File: config.mk
export PLATFORM = sky130hd
export DESIGN_NAME = dff_reg_arbiter
export DESIGN_NICKNAME = d
export VERILOG_FILES = /design/src/rtl/dff_arb_pkg.sv /design/src/rtl/rr_pick.sv /design/src/rtl/dff_reg_arbiter.sv
export SDC_FILE = /design/constraint.sdc
export NUM_CORES = 1
export LEC_CHECK = 0
export CAP_MARGIN = 10
export CORE_MARGIN = 5
export CORE_UTILIZATION = 46
export DETAILED_ROUTE_END_ITERATION = 16
export PLACE_DENSITY = 0.95
export SLEW_MARGIN = 20
export SYNTH_ARGS = -nofsm -noshare
export SYNTH_HDL_FRONTEND = slang
export SYNTH_SLANG_ARGS = --single-unit
File: constraint.sdc
create_clock -name clk -period 6.45 [get_ports clk]
set_input_delay 0.645 -clock clk [delete_from_list [all_inputs] [get_ports clk]]
set_output_delay 0.645 -clock clk [all_outputs]
set_load 0.02 [all_outputs]
File: src/rtl/dff_arb_pkg.sv
// Shared types and helpers for the dff_reg_arbiter slice.
package dff_arb_pkg;

   typedef enum logic {IDLE, GRANT} arb_state_t;

   localparam int unsigned DEF_N_REQ    = 4;
   localparam int unsigned DEF_WIDTH    = 8;
   localparam int unsigned DEF_MAX_HOLD = 4;

   // Index width for n requesters; never narrower than one bit.
   function automatic int unsigned idx_w(input int unsigned n);
      return (n > 1) ? $clog2(n) : 1;
   endfunction

endpackage

File: src/rtl/rr_pick.sv
// Combinational rotate-priority picker: first set request at or above ptr, with wrap.
module rr_pick
   import dff_arb_pkg::*;
#(
   parameter int unsigned N = DEF_N_REQ
) (
   input  logic [N-1:0]        i_req,
   input  logic [idx_w(N)-1:0] i_ptr,
   output logic [N-1:0]        o_pick,
   output logic                o_valid
);

   localparam int unsigned IW = idx_w(N);

   logic [IW-1:0] w_idx;
   logic          w_found;

   // Walk the requests starting at ptr and keep the first hit.
   always_comb begin
      o_pick  = '0;
      w_found = 1'b0;
      w_idx   = '0;
      for (int unsigned i = 0; i < N; i++) begin
         w_idx = IW'((32'(i_ptr) + i) % N);
         if (!w_found && i_req[w_idx]) begin
            o_pick[w_idx] = 1'b1;
            w_found       = 1'b1;
         end
      end
   end

   assign o_valid = |i_req;

endmodule

File: src/rtl/dff_reg_arbiter.sv
// Round-robin owner of a shared WIDTH-bit register. Grants are registered, last at most
// MAX_HOLD cycles, and every release is followed by one idle cycle.
// Build option DFF_ARB_PRIO0_EN: requester 0 wins every arbitration it takes part in.
module dff_reg_arbiter
   import dff_arb_pkg::*;
#(
   parameter int unsigned N_REQ    = DEF_N_REQ,
   parameter int unsigned WIDTH    = DEF_WIDTH,
   parameter int unsigned MAX_HOLD = DEF_MAX_HOLD
) (
   input  logic                     clk,
   input  logic                     reset,
   input  logic [N_REQ-1:0]         req,
   input  logic [N_REQ-1:0]         wr_en,
   input  logic [N_REQ*WIDTH-1:0]   wdata,
   output logic [N_REQ-1:0]         gnt,
   output logic [idx_w(N_REQ)-1:0]  gnt_id,
   output logic                     busy,
   output logic [WIDTH-1:0]         q
);

   localparam int unsigned   IW        = idx_w(N_REQ);
   localparam int unsigned   HW        = (MAX_HOLD > 1) ? $clog2(MAX_HOLD) : 1;
   localparam logic [HW-1:0] HOLD_LAST = HW'(MAX_HOLD - 1);
   localparam logic [IW-1:0] LAST_ID   = IW'(N_REQ - 1);

   arb_state_t       r_state, w_state_nxt;
   logic [N_REQ-1:0] r_gnt, w_gnt_nxt;
   logic [IW-1:0]    r_owner, w_owner_nxt;
   logic [IW-1:0]    r_ptr, w_ptr_nxt;
   logic [HW-1:0]    r_hold, w_hold_nxt;
   logic [WIDTH-1:0] r_q, w_q_nxt;

   logic [N_REQ-1:0] w_pick_req, w_pick, w_win;
   logic             w_pick_valid, w_any;
   logic [IW-1:0]    w_win_id;
   logic             w_own_req, w_own_wr;
   logic [WIDTH-1:0] w_wdata_arr [N_REQ];

   for (genvar g = 0; g < N_REQ; g++) begin : g_unpack
      assign w_wdata_arr[g] = wdata[g*WIDTH +: WIDTH];
   end

`ifdef DFF_ARB_PRIO0_EN
   // Requester 0 is taken out of the rotation; it wins outright below.
   assign w_pick_req = {req[N_REQ-1:1], 1'b0};
   assign w_any      = w_pick_valid | req[0];
`else
   assign w_pick_req = req;
   assign w_any      = w_pick_valid;
`endif

   rr_pick #(
      .N (N_REQ)
   ) u_rr_pick (
      .i_req   (w_pick_req),
      .i_ptr   (r_ptr),
      .o_pick  (w_pick),
      .o_valid (w_pick_valid)
   );

   // Final winner (priority override when enabled) and its index.
   always_comb begin
      w_win = w_pick;
`ifdef DFF_ARB_PRIO0_EN
      if (req[0]) w_win = N_REQ'(1);
`endif
      w_win_id = '0;
      for (int unsigned i = 0; i < N_REQ; i++) begin
         if (w_win[i]) w_win_id = IW'(i);
      end
   end

   assign w_own_req = req[r_owner];
   assign w_own_wr  = wr_en[r_owner];

   // Next-state logic: arbitration in IDLE, hold/release and register load in GRANT.
   always_comb begin
      w_state_nxt = r_state;
      w_gnt_nxt   = r_gnt;
      w_owner_nxt = r_owner;
      w_ptr_nxt   = r_ptr;
      w_hold_nxt  = r_hold;
      w_q_nxt     = r_q;
      unique case (r_state)
         IDLE: begin
            if (w_any) begin
               w_state_nxt = GRANT;
               w_gnt_nxt   = w_win;
               w_owner_nxt = w_win_id;
               w_hold_nxt  = '0;
            end
         end
         GRANT: begin
            // A write needs the owner to still be requesting in the same cycle.
            if (w_own_req && w_own_wr) w_q_nxt = w_wdata_arr[r_owner];
            if (!w_own_req || (r_hold == HOLD_LAST)) begin
               w_state_nxt = IDLE;
               w_gnt_nxt   = '0;
               w_hold_nxt  = '0;
               w_ptr_nxt   = (r_owner == LAST_ID) ? '0 : r_owner + 1'b1;
            end else begin
               w_hold_nxt = r_hold + 1'b1;
            end
         end
      endcase
   end

   // State register with immediate reset.
   always_ff @(posedge clk or posedge reset) begin
      if (reset) begin
         r_state <= IDLE;
         r_gnt   <= '0;
         r_owner <= '0;
         r_ptr   <= '0;
         r_hold  <= '0;
         r_q     <= '0;
      end else begin
         r_state <= w_state_nxt;
         r_gnt   <= w_gnt_nxt;
         r_owner <= w_owner_nxt;
         r_ptr   <= w_ptr_nxt;
         r_hold  <= w_hold_nxt;
         r_q     <= w_q_nxt;
      end
   end

   assign gnt    = r_gnt;
   assign busy   = |r_gnt;
   assign gnt_id = (r_state == GRANT) ? r_owner : '0;
   assign q      = r_q;

endmodule

==> metrics, run 1 <==
fill count=211; largest net degree at the start of global routing=20; Seq. cell area=475 um^2; DIE AREA=4080 um^2; R2R setup slack=3770 ps; endpoints failing setup=0; GR Overflow Total=0; end point of the critical path=gnt[2]; Synth async-reset ratio=100%; crit path kind=reg -> reg; ANT nets after route=0; Root Buffer=clkbuf_4; Skew-Pair Late Insertion Delay=310 ps; post-synthesis cell count=110; clock slew at reported path FFs=110 ps; Mean Syn Cell Area=12.1 um^2; synth warn=0; top-count cell post-synth=dfrtp_1; clock tree buffer depth=2; RSZ-0062 raised after global routing=false; share of cells above drive strength 1=16.9%; antenna violations before repair=0; CP arrival=2890 ps; Post-CTS Resized=0; CP Launch Type=register; footprint of the multi-input gates=818 um^2; Clock Skews=12.1 ps; Place WS=3720 ps; Initial Util=48.4%; synthesized area=1340 um^2; total global-route track usage=20.4%; I/O pins=57; ranking of synthesized cells by area=dfrtp_1 36%, mux4_2 24%, ha_1 7.5%; FF-to-FF Start=r_ptr[0]; Die Width=63.9 um; Die Span Y=63.9 um; # diodes=0; setup bufs post-CTS=0; GPL Wtd Cong=0.926; Peak VDD IR=331 uV; final wirelength=3970 um; Main synth FF type=dfrtp_1; DP HPWL=3220 um; Seq cells post-synth=19; DRT iter0 DRCs=51; Commonest cells post-synth=19 x dfrtp_1, 14 x mux4_2, 12 x nand2_1; crit share post-route=41.6%; r2r worst-path depth=7; Slew Limit Fails=0; first-pass GRT wire length=6490 um; via total after detailed routing=1,183; Nets=217; PnR worst setup slack=3770 ps; CTS tree=yes; Mapped Nets=160; crit end category=register; relative slew slack=50.0%; Area Growth Syn to Fin=45.2%; max-cap violations=0; clock sink total=19; Post-synth EDFFs=0; input/output buffers=56; post-synthesis sequential area ratio=35.6%; Synth top area share=35.6%; DR vias/cell=6.01; Worst Tran Pin Value=750 ps; hold_buf cts=0; Synth cell types=29; DRT Pass-1 Iters=4; Leak=0.774 nW; status=finished, final reports clean; hold crit path type=reg -> reg; Yosys top cell by area=dfrtp_1; drt wl/cell=20.2 um; total CTS buffers=3; Fmax=372 MHz; pwr/cell area=443 nW/um^2; Min Clock Period, post-route=2680 ps; post-route setup TNS=0 ps; Max Fanout on Critical Path=8; # DRC=0; row count=19; htree depth=1; Final Hold Vio Count=0; RR Endpoint=gnt[2]; CP required=6650 ps; vias in the first global route=1,299; Worst Setup SP=r_ptr[0]; core region area=2760 um^2
[cell usage in the layout, fill, tap and decap left out, drive strengths merged, types with 5 or more instances in the layout]
master / netlist / layout
o21ai: 6 / 6
clkdlybuf4s50: 0 / 56
nor2: 6 / 6
mux2: 8 / 8
mux4: 14 / 14
inv: 5 / 5
dfrtp: 19 / 19
nand2: 12 / 12
ha: 8 / 8
[critical path, stage by stage, from the launching register on]
cell     delay [ps]
dfrtp_1         570
inv_1           150
ha_1            350
mux4_2          600
nor4b_4         390
nand2_1         120
and2_1          180
o31ai_2         210
[logic make-up (layout without fill, tap and decap cells)]
kind of cell / Yosys count / in the layout / synth area share (%)
AOI/OAI and AO/OA: 19 / 19 / 9.75
adders and majority gates: 8 / 8 / 7.50
buffers and inverters: 9 / 65 / 3.09
DFF: 19 / 19 / 35.6
muxes: 22 / 22 / 30.4
and+or+nand+nor: 33 / 33 / 13.7
[per-stage QoR]
step	hold WS (ps)	utilization [%]	instance area [um^2]	std cells	total power, mW
after global placement	471	69.3	1910	193	0.764
after global routing	531	70.3	1940	197	0.915
after floorplan	454	-	1340	110	0.604
final	511	70.3	1940	197	0.859
after detailed placement	486	69.3	1910	193	0.799
after CTS	512	70.3	1940	197	0.860
[state kept, by name (all words and copies together), names as in the netlist]
signal and count:
gnt 4, q 8, r_hold 2, r_owner 2
r_ptr 2, r_state 1
[how the worst min path moves through the flow]
stage | cells past startpoint | end | startpoint
finish | 2 | r_hold[1] | r_hold[1]
global placement | 2 | r_hold[1] | r_hold[1]
global route | 1 | q[1] | q[1]
floorplan | 2 | r_hold[1] | r_hold[1]
detailed placement | 2 | r_hold[1] | r_hold[1]
CTS | 2 | r_hold[1] | r_hold[1]
[layout make-up]
type,count,share of cell area (%)
timing repair buffer,56,28.9
multi-input combinational,82,42.2
clock buffer,4,1.36
sequential,19,24.5
inverter,5,0.968
tap,31,2.00
[where the power goes]
| group | leakage, nW | switching [mW] | internal (mW) |
|---|---|---|---|
| clock | 0.0150 | 0.0379 | 0.0241 |
| sequential | 0.232 | 0.0811 | 0.175 |
| combinational | 0.527 | 0.250 | 0.292 |
[routing by layer]
metal  global-route usage, %  share of wire [%]  vias to the layer above
met5                       0                  0                        -
met4                    7.01                1.8                        0
met3                    6.13                8.5                        7
met2                    36.7                 52                       50
met1                    22.5                 38                      599
li1                        -                  -                      527
No activity file was read; power rests on OpenSTA's default activity.
==> run 2, diff against run 1 <==
--- a/config.mk
+++ b/config.mk
@@ -7,9 +7,9 @@
 export LEC_CHECK = 0
 export CAP_MARGIN = 10
 export CORE_MARGIN = 5
-export CORE_UTILIZATION = 46
+export CORE_UTILIZATION = 42
 export DETAILED_ROUTE_END_ITERATION = 16
-export PLACE_DENSITY = 0.95
+export PLACE_DENSITY = 0.88
 export SLEW_MARGIN = 20
 export SYNTH_ARGS = -nofsm -noshare
 export SYNTH_HDL_FRONTEND = slang
==> constraint.sdc (replaced) <==
create_clock -name clk -period 2.8 [get_ports clk]
set_input_delay 0.28 -clock clk [delete_from_list [all_inputs] [get_ports clk]]
set_output_delay 0.28 -clock clk [all_outputs]
set_load 0.02 [all_outputs]
==> metrics, run 2 (synthesis results as in run 1) <==
status=finished, final reports clean; met2 GRT Util=33.3%; worst hold slack=381 ps; Buf/Inv on CP=1; DIE AREA=4410 um^2; clock slew at reported path FFs=110 ps; PnR worst setup slack=244 ps; ANT nets after route=0; WP depth=7; vias in the first global route=1,233; Place WS=253 ps; DRT Pass-1 Iters=4; hold crit path type=in -> async; Nets=220; Tot Pwr=2.00 mW; clock tree buffer depth=2; DRT iter0 DRCs=45; antenna violations before repair=0; Finished Cell Area=1980 um^2; Peak VDD IR=443 uV; via total after detailed routing=1,157; crit path kind=reg -> reg; setup bufs post-CTS=0; Inst Count DP=209; endpoints failing setup=0; Min Clock Period, post-route=2560 ps; DP HPWL=3200 um; Skew-Pair Late Insertion Delay=320 ps; Initial Util=43.7%; post-route setup TNS=0 ps; Post-Layout Cell Count=213; Worst Setup SP=r_ptr[0]; clock sink total=19; CP Launch Type=register; first-pass GRT wire length=6180 um; Fmax=391 MHz; total CTS buffers=3; RSZ-0062 raised after global routing=false; crit share post-route=91.3%; Die Width=66.4 um; htree depth=1; FF-to-FF Start=r_ptr[0]; CP arrival=2790 ps; core region area=3050 um^2; Final Hold Vio Count=0; share of cells above drive strength 1=18.3%; input/output buffers=56; Clock Skews=4.38 ps; pwr/cell area=1010 nW/um^2; Post-CTS Resized=0; Max Fanout on Critical Path=8; Slew Limit Fails=0; crit end category=register; R2R setup slack=240 ps; I/O pins=57; Root Buffer=clkbuf_4; GR Overflow Total=0; CP top delay family=multiplexers; DR vias/cell=5.43; Worst path slowest cell=mux4_2; RR Endpoint=gnt[2]; CTS tree=yes; relative slew slack=51.9%; Leak=0.788 nW; hold_buf cts=0; Area Growth Syn to Fin=48.1%; drt wl/cell=18.1 um; DP Area=1950 um^2; fin util=64.8%; row count=20; final wirelength=3860 um; grt peak-use layer=met2; # DRC=0; CP required=3040 ps; # diodes=0; GRT met3 Usage=6.63%; GPL Wtd Cong=0.875; fill count=237; max FFs per register=8; GR Util met1=21.0%; end point of the critical path=gnt[2]; largest net degree at the start of global routing=20; max-cap violations=0; commonest non-fill, non-tap cell in the layout=clkdlybuf4s50_1; Worst Tran Pin Value=721 ps; highest-count cells in the layout ignoring fill and taps=56 x clkdlybuf4s50_1, 19 x dfrtp_1, 14 x mux4_2; CP peak stage delay=600 ps; CP Cell Sequence=inv_1 > ha_1 > mux4_2 > nor3b_2 > a2bb2oi_1 > and2_1 > o31ai_2; Die Span Y=66.4 um; r2r worst-path depth=7; total global-route track usage=19.0%
-- run 2: changes by cell type in the layout (fill, tap and decap cells not counted) --
| cell | change |
|---|---|
| buf_4 | +3 |
-- run 2: where the power goes --
part,total (mW),internal (mW),switching [mW]
Combinational,1.31,0.701,0.612
Clock,0.150,0.0558,0.0939
Sequential,0.540,0.403,0.136
-- run 2: how the worst min path moves through the flow --
stage          startpoint          to  slack (ps)
2_1_floorplan       reset      gnt[0]         230
3_3_place_gp    r_hold[1]   r_hold[1]         470
3_5_place_dp       gnt[1]      gnt[1]         490
4_1_cts             reset  r_owner[0]         420
5_1_grt             reset  r_owner[0]         460
6_report            reset  r_owner[0]         380
-- run 2: per-layer routing --
metal	vias up	wire [um]
met5	-	0
met2	57	1920
met3	5	393
met1	562	1490
met4	0	59
li1	533	-
-- run 2: cell type report --
cell class | count | area (um^2) | share of cell area [%]
tap | 44 | 55.1 | 2.78
multi-input combinational | 82 | 818 | 41.4
sequential | 19 | 475 | 24.1
inverter | 5 | 18.8 | 0.949
timing repair buffer | 59 | 583 | 29.5
clock buffer | 4 | 26.3 | 1.33
